**src/rtl/serial_pattern_scanner_if.sv**
```systemverilog
// Word handshake between a producer and the serial pattern scanner.
interface serial_pattern_scanner_if #(
    parameter int WORD_W = 8
);
    logic              In_Valid;
    logic              In_Ready;
    logic [WORD_W-1:0] In_Data;

    modport master (
        output In_Valid,
        output In_Data,
        input  In_Ready
    );

    modport slave (
        input  In_Valid,
        input  In_Data,
        output In_Ready
    );
endinterface

```
**src/rtl/serial_pattern_scanner.sv**
```systemverilog
// Serialises words MSB-first into a programmable pattern matcher.
// History persists across words so boundary-spanning matches are seen.
module serial_pattern_scanner #(
    parameter int WORD_W = 8,
    parameter int PAT_W  = 4,
    parameter int CNT_W  = 4
) (
    input  logic                    Clk,
    input  logic                    Reset,
    serial_pattern_scanner_if.slave in_if,
    input  logic                    Cfg_We,
    input  logic [PAT_W-1:0]        Cfg_Pattern,
    input  logic [$clog2(PAT_W):0]  Cfg_Len,
    output logic                    Busy,
    output logic                    Ser_Bit,
    output logic                    Match,
    output logic [CNT_W-1:0]        Match_Count,
    output logic                    Done
);
    localparam int LEN_W = $clog2(PAT_W) + 1;
    localparam int IDX_W = $clog2(WORD_W);

    typedef enum logic [1:0] {
        IDLE,
        SHIFT,
        DONE
    } state_t;

    state_t            state;
    logic              ready;
    logic [WORD_W-1:0] word;
    logic [IDX_W-1:0]  idx;
    logic [PAT_W-1:0]  hist;
    logic [LEN_W-1:0]  fill;
    logic [PAT_W-1:0]  cfg_pat;
    logic [LEN_W-1:0]  cfg_len;

    logic [PAT_W:0]    hist_ext;
    logic [PAT_W-1:0]  hist_nx;
    logic [LEN_W-1:0]  fill_nx;
    logic [PAT_W-1:0]  mask;
    logic [LEN_W-1:0]  len_clamp;
    logic              hit;

    assign in_if.In_Ready = ready;

    always_comb begin
        len_clamp = (Cfg_Len > LEN_W'(PAT_W)) ? LEN_W'(PAT_W) : Cfg_Len;
        hist_ext  = {hist, Ser_Bit};
        hist_nx   = hist_ext[PAT_W-1:0];
        fill_nx   = (fill == LEN_W'(PAT_W)) ? fill : fill + 1'b1;
        mask      = '0;
        for (int i = 0; i < PAT_W; i++) begin
            mask[i] = (i < int'(cfg_len));
        end
        // Compare only the low Len bits of the post-shift history.
        hit = (cfg_len != '0) && (fill_nx >= cfg_len) &&
              (((hist_nx ^ cfg_pat) & mask) == '0);
    end

    always_ff @(posedge Clk) begin
        if (Reset) begin
            state       <= IDLE;
            ready       <= 1'b1;
            Busy        <= 1'b0;
            Ser_Bit     <= 1'b0;
            Match       <= 1'b0;
            Done        <= 1'b0;
            Match_Count <= '0;
            word        <= '0;
            idx         <= '0;
            hist        <= '0;
            fill        <= '0;
            cfg_pat     <= '0;
            cfg_len     <= '0;
        end else begin
            Match <= 1'b0;
            Done  <= 1'b0;
            unique case (state)
                IDLE: begin
                    if (Cfg_We) begin
                        cfg_pat <= Cfg_Pattern;
                        cfg_len <= len_clamp;
                        hist    <= '0;
                        fill    <= '0;
                    end
                    if (in_if.In_Valid) begin
                        word        <= in_if.In_Data;
                        Ser_Bit     <= in_if.In_Data[WORD_W-1];
                        idx         <= IDX_W'(WORD_W - 1);
                        Match_Count <= '0;
                        ready       <= 1'b0;
                        Busy        <= 1'b1;
                        state       <= SHIFT;
                    end
                end
                SHIFT: begin
                    hist <= hist_nx;
                    fill <= fill_nx;
                    if (hit) begin
                        Match <= 1'b1;
                        if (Match_Count != '1) begin
                            Match_Count <= Match_Count + 1'b1;
                        end
                    end
                    if (idx == '0) begin
                        Ser_Bit <= 1'b0;
                        Done    <= 1'b1;
                        state   <= DONE;
                    end else begin
                        Ser_Bit <= word[idx - 1'b1];
                        idx     <= idx - 1'b1;
                    end
                end
                DONE: begin
                    ready <= 1'b1;
                    Busy  <= 1'b0;
                    state <= IDLE;
                end
                default: state <= IDLE;
            endcase
        end
    end
endmodule

```
**src/flat_wrapper.sv**
```systemverilog
// flat-port wrapper written by rule: the top's interface ports become plain ports
module serial_pattern_scanner_flat 
#(
    parameter int WORD_W = 8,
    parameter int PAT_W  = 4,
    parameter int CNT_W  = 4
)
  (Clk, Reset, Cfg_We, Cfg_Pattern, Cfg_Len, Busy, Ser_Bit, Match, Match_Count, Done, in_if_In_Valid, in_if_In_Data, in_if_In_Ready);
  serial_pattern_scanner_if #(.WORD_W(WORD_W)) in_if_i ();
  input  logic Clk;
  input  logic Reset;
  input  logic Cfg_We;
  input  logic [PAT_W-1:0] Cfg_Pattern;
  input  logic [$clog2(PAT_W):0] Cfg_Len;
  output logic Busy;
  output logic Ser_Bit;
  output logic Match;
  output logic [CNT_W-1:0] Match_Count;
  output logic Done;
  input wire logic [$bits(in_if_i.In_Valid)-1:0] in_if_In_Valid;
  input wire logic [$bits(in_if_i.In_Data)-1:0] in_if_In_Data;
  output wire logic [$bits(in_if_i.In_Ready)-1:0] in_if_In_Ready;
  assign in_if_i.In_Valid = in_if_In_Valid;
  assign in_if_i.In_Data = in_if_In_Data;
  assign in_if_In_Ready = in_if_i.In_Ready;
  serial_pattern_scanner #(.WORD_W(WORD_W), .PAT_W(PAT_W), .CNT_W(CNT_W)) u_core (.Clk(Clk), .Reset(Reset), .in_if(in_if_i), .Cfg_We(Cfg_We), .Cfg_Pattern(Cfg_Pattern), .Cfg_Len(Cfg_Len), .Busy(Busy), .Ser_Bit(Ser_Bit), .Match(Match), .Match_Count(Match_Count), .Done(Done));
endmodule
```
**config.mk**
```make
export PLATFORM = sky130hd
export DESIGN_NAME = serial_pattern_scanner_flat
export DESIGN_NICKNAME = d
export VERILOG_FILES = /design/src/rtl/serial_pattern_scanner_if.sv /design/src/rtl/serial_pattern_scanner.sv /design/src/flat_wrapper.sv
export SDC_FILE = /design/constraint.sdc
export NUM_CORES = 1
export LEC_CHECK = 0
export ABC_AREA = 1
export CAP_MARGIN = 5
export CELL_PAD_IN_SITES_DETAIL_PLACEMENT = 2
export CELL_PAD_IN_SITES_GLOBAL_PLACEMENT = 2
export CORE_AREA = 5 5 67 93
export CTS_BUF_LIST = sky130_fd_sc_hd__clkbuf_8
export CTS_CLUSTER_DIAMETER = 100
export DETAILED_ROUTE_END_ITERATION = 10
export DIE_AREA = 0 0 72 98
export HOLD_SLACK_MARGIN = 0.15
export PLACE_DENSITY_LB_ADDON = 0.1
export SKIP_LAST_GASP = 1
export SLEW_MARGIN = 20
export SYNTH_ARGS = -nofsm -noshare
export SYNTH_HDL_FRONTEND = slang
export SYNTH_SLANG_ARGS = --single-unit
```
**constraint.sdc**
```tcl
create_clock -name Clk -period 5.25 [get_ports Clk]
set_input_delay 1.3125 -clock Clk [delete_from_list [all_inputs] [get_ports Clk]]
set_output_delay 1.3125 -clock Clk [all_outputs]
set_load 0.01 [all_outputs]
```
==> impl_metrics.tcl <==
set metrics [dict create \
    coreArea_sq_um 5370 \
    seqPwrFrac 0.473 \
    h-tree-depth 2 \
    drt_iter0_drc 30 \
    synth.yosys.seq_area_share 0.419 \
    pin_count 28 \
    synth.most_common_cell "dfxtp_1" \
    cp_max_fo 4 \
    wirelength_um 4560 \
    finalWeightedCongestion 0.707 \
    power_density_nw_per_um2 314 \
    synth_common_cells "35 x dfxtp_1, 33 x nor2_1, 32 x nand2_1" \
    fmax_mhz 384 \
    cts_setup_buffers 0 \
    grt_pass1_vias 1632 \
    die_area_sq_um 7060 \
    finish.instance_area_sq_um 2080 \
    synth-edff-count 0 \
    synth_ff_type "dfxtp_1" \
    ys_async_sr_fraction 0 \
    wl_met2_um 2520 \
    slowest_delay_ps 580 \
    maxCapViolations 0 \
    tightestPinTransition_ps 515 \
    comb_power_share 0.235 \
    numCtsBuffers 5 \
    critPathKind "register to output pin" \
    layout-drive-gt1-share 0.0751 \
    grt_max_degree 25 \
    cp.arrival_ps 1290 \
    crit_family "buffers and inverters" \
    portBuffers 27 \
    cts_tree "yes" \
    fin_setup_tns_ps 0 \
    power.leakage_uw 0.000903 \
    path_buf_inv 1 \
    yosysTopAreaCellShare 0.419 \
    place_area_sq_um 1990 \
    slew_headroom 0.655 \
    hold_viol_final 0 \
    status "completed" \
    first_pass_iters 4 \
    remaining_drc_errors 0 \
    syn_area_sq_um 1670 \
    clock_skew_ps 5.88 \
    fp-row-count 32 \
    fp.dieH_um 98 \
    hp-class "register to register" \
    ys_ff_latch 35 \
    ys_top_cells_by_area "dfxtp_1 42%, o21ai_0 7.8%, nor2_1 7.4%, nand2_1 7.2%, inv_1 6.1%" \
    synth_nets 250 \
    yosysUniqueCellTypes 28 \
    nFillCells 675 \
    end_kind "output pin" \
    vias 1556 \
    worst_ep_required_time_ps 3940 \
    cts_buffer_depth 2 \
    antenna_cells 0 \
    m1WireLength_um 1840 \
    rrSetupSlack_ps 3070 \
    area_growth_syn_to_layout_pct 24.3 \
    routed.top_layer "met4" \
    synth_top_cell_by_area "dfxtp_1" \
    post-route-period-util 0.496 \
    maxSlewViolCount 0 \
    clock_latency_ps 290 \
    switching_power_uw 207 \
    slowest_stage "clkdlybuf4s50_1" \
    rsz0062_at_grt "false" \
    grt_first_pass_wirelength_um 7660 \
    ir_drop_mv 0.132 \
    antenna_found_initial 0 \
    ctsHoldBuffers 0 \
    start_kind "register" \
    fin_crit_ps 2600 \
    final_nets 279 \
    grt_overflow 0 \
    synth_cells 223 \
    clock_power_share 0.292 \
    start_util 0.312 \
    worstPathCellList "clkdlybuf4s50_1" \
    antenna_left 0 \
    routedWlPerCell_um 14.2 \
    wl_met3_um 133 \
    clkSinkCount 35 \
    syn_avg_cell_area_sq_um 7.50 \
    swShare 0.317 \
    finalSetupViolations 0 \
    clkSlewWorstSetupHoldPaths_ps 70 \
    yosys_warnings 0 \
    internal_power_uw 446 \
    grt_use_total 0.139 \
    die_x_um 72 \
    cts_root_buf "clkbuf_8" \
    cts_resized 0 \
    dp_hpwl_um 3610 \
    routed_via_density 4.85 \
]
## worst min-delay path, cell delays in order (launching register included)
cell and delay (ps):
dfxtp_1 310, nand2_1 60, nand2_1 40
## registers in the layout, summed over array words and instances, names as in the netlist, 2 cells and up
| signal | flops |
|---|---|
| u_core.idx | 3 |
| u_core.word | 8 |
| u_core.hist | 3 |
| u_core.cfg_len | 3 |
| u_core.Match_Count | 4 |
| u_core.cfg_pat | 4 |
| u_core.state | 2 |
| u_core.fill | 3 |
## power groups by stage
stage / Clock, uW / Combinational, uW / Sequential (uW)
6_report: 190 / 154 / 309
5_1_grt: 212 / 175 / 313
4_1_cts: 200 / 159 / 309
3_5_place_dp: 0 / 158 / 315
3_3_place_gp: 0 / 154 / 314
2_1_floorplan: 0 / 101 / 313
## layer usage
| metal | vias up | global-route usage |
|---|---|---|
| li1 | 779 | - |
| met1 | 752 | 0.148 |
| met2 | 18 | 0.261 |
| met3 | 7 | 0.0278 |
| met4 | 0 | 0.0521 |
| met5 | - | 0 |
## cell families (layout without fill, tap and decap cells)
kind of cell               after synthesis  after routing  share of synthesized area
AOI/OAI and AO/OA                       52             52                      0.173
and+or+nand+nor                         89             89                      0.239
buffers and inverters                   36             66                     0.0936
DFF                                     35             35                      0.419
adders and majority gates                8              8                     0.0599
xor gates and xnor gates                 3              3                     0.0157
## through the flow
stage	hold slack, ps	instances	util	worst slack [ps]	total power [uW]
3_5_place_dp	442	313	0.371	2330	473
5_1_grt	483	321	0.387	2560	700
3_3_place_gp	431	313	0.371	2350	469
6_report	452	321	0.387	2650	653
2_1_floorplan	430	223	-	3210	414
4_1_cts	457	321	0.387	2620	668
## worst paths after layout
| path | from | to | cells after the start |
|---|---|---|---|
| max | u_core.Ser_Bit | Ser_Bit | 1 |
| max reg2reg | u_core.fill[0] | u_core.Match_Count[2] | 14 |
| min | u_core.in_if.In_Ready | u_core.in_if.In_Ready | 2 |
| min reg2reg | u_core.in_if.In_Ready | u_core.in_if.In_Ready | 2 |
## cells in the final DEF (no fill, tap or decap), types with 2 or more instances in the layout
| cell type | count |
|---|---|
| o21ai_0 | 26 |
| inv_4 | 2 |
| nand2_2 | 2 |
| nand3_1 | 14 |
| o211ai_1 | 2 |
| dfxtp_1 | 35 |
| a32o_1 | 3 |
| nor2_1 | 33 |
| inv_1 | 28 |
| a21oi_1 | 18 |
| clkdlybuf4s50_1 | 27 |
| ha_1 | 8 |
| nor2_2 | 2 |
| clkbuf_8 | 5 |
| xnor2_1 | 2 |
| nand2_1 | 32 |
| inv_2 | 2 |
## final cells by class
cell class / instances / area [sq um] / share of cell area
multi-input combinational: 152 / 815 / 0.392
sequential: 35 / 701 / 0.337
timing repair buffer: 27 / 270 / 0.130
inverter: 31 / 121 / 0.0584
tap: 68 / 85.1 / 0.0410
clock buffer: 5 / 68.8 / 0.0331
clock inverter: 3 / 16.3 / 0.00783
No activity file was read; power rests on OpenSTA's default activity.
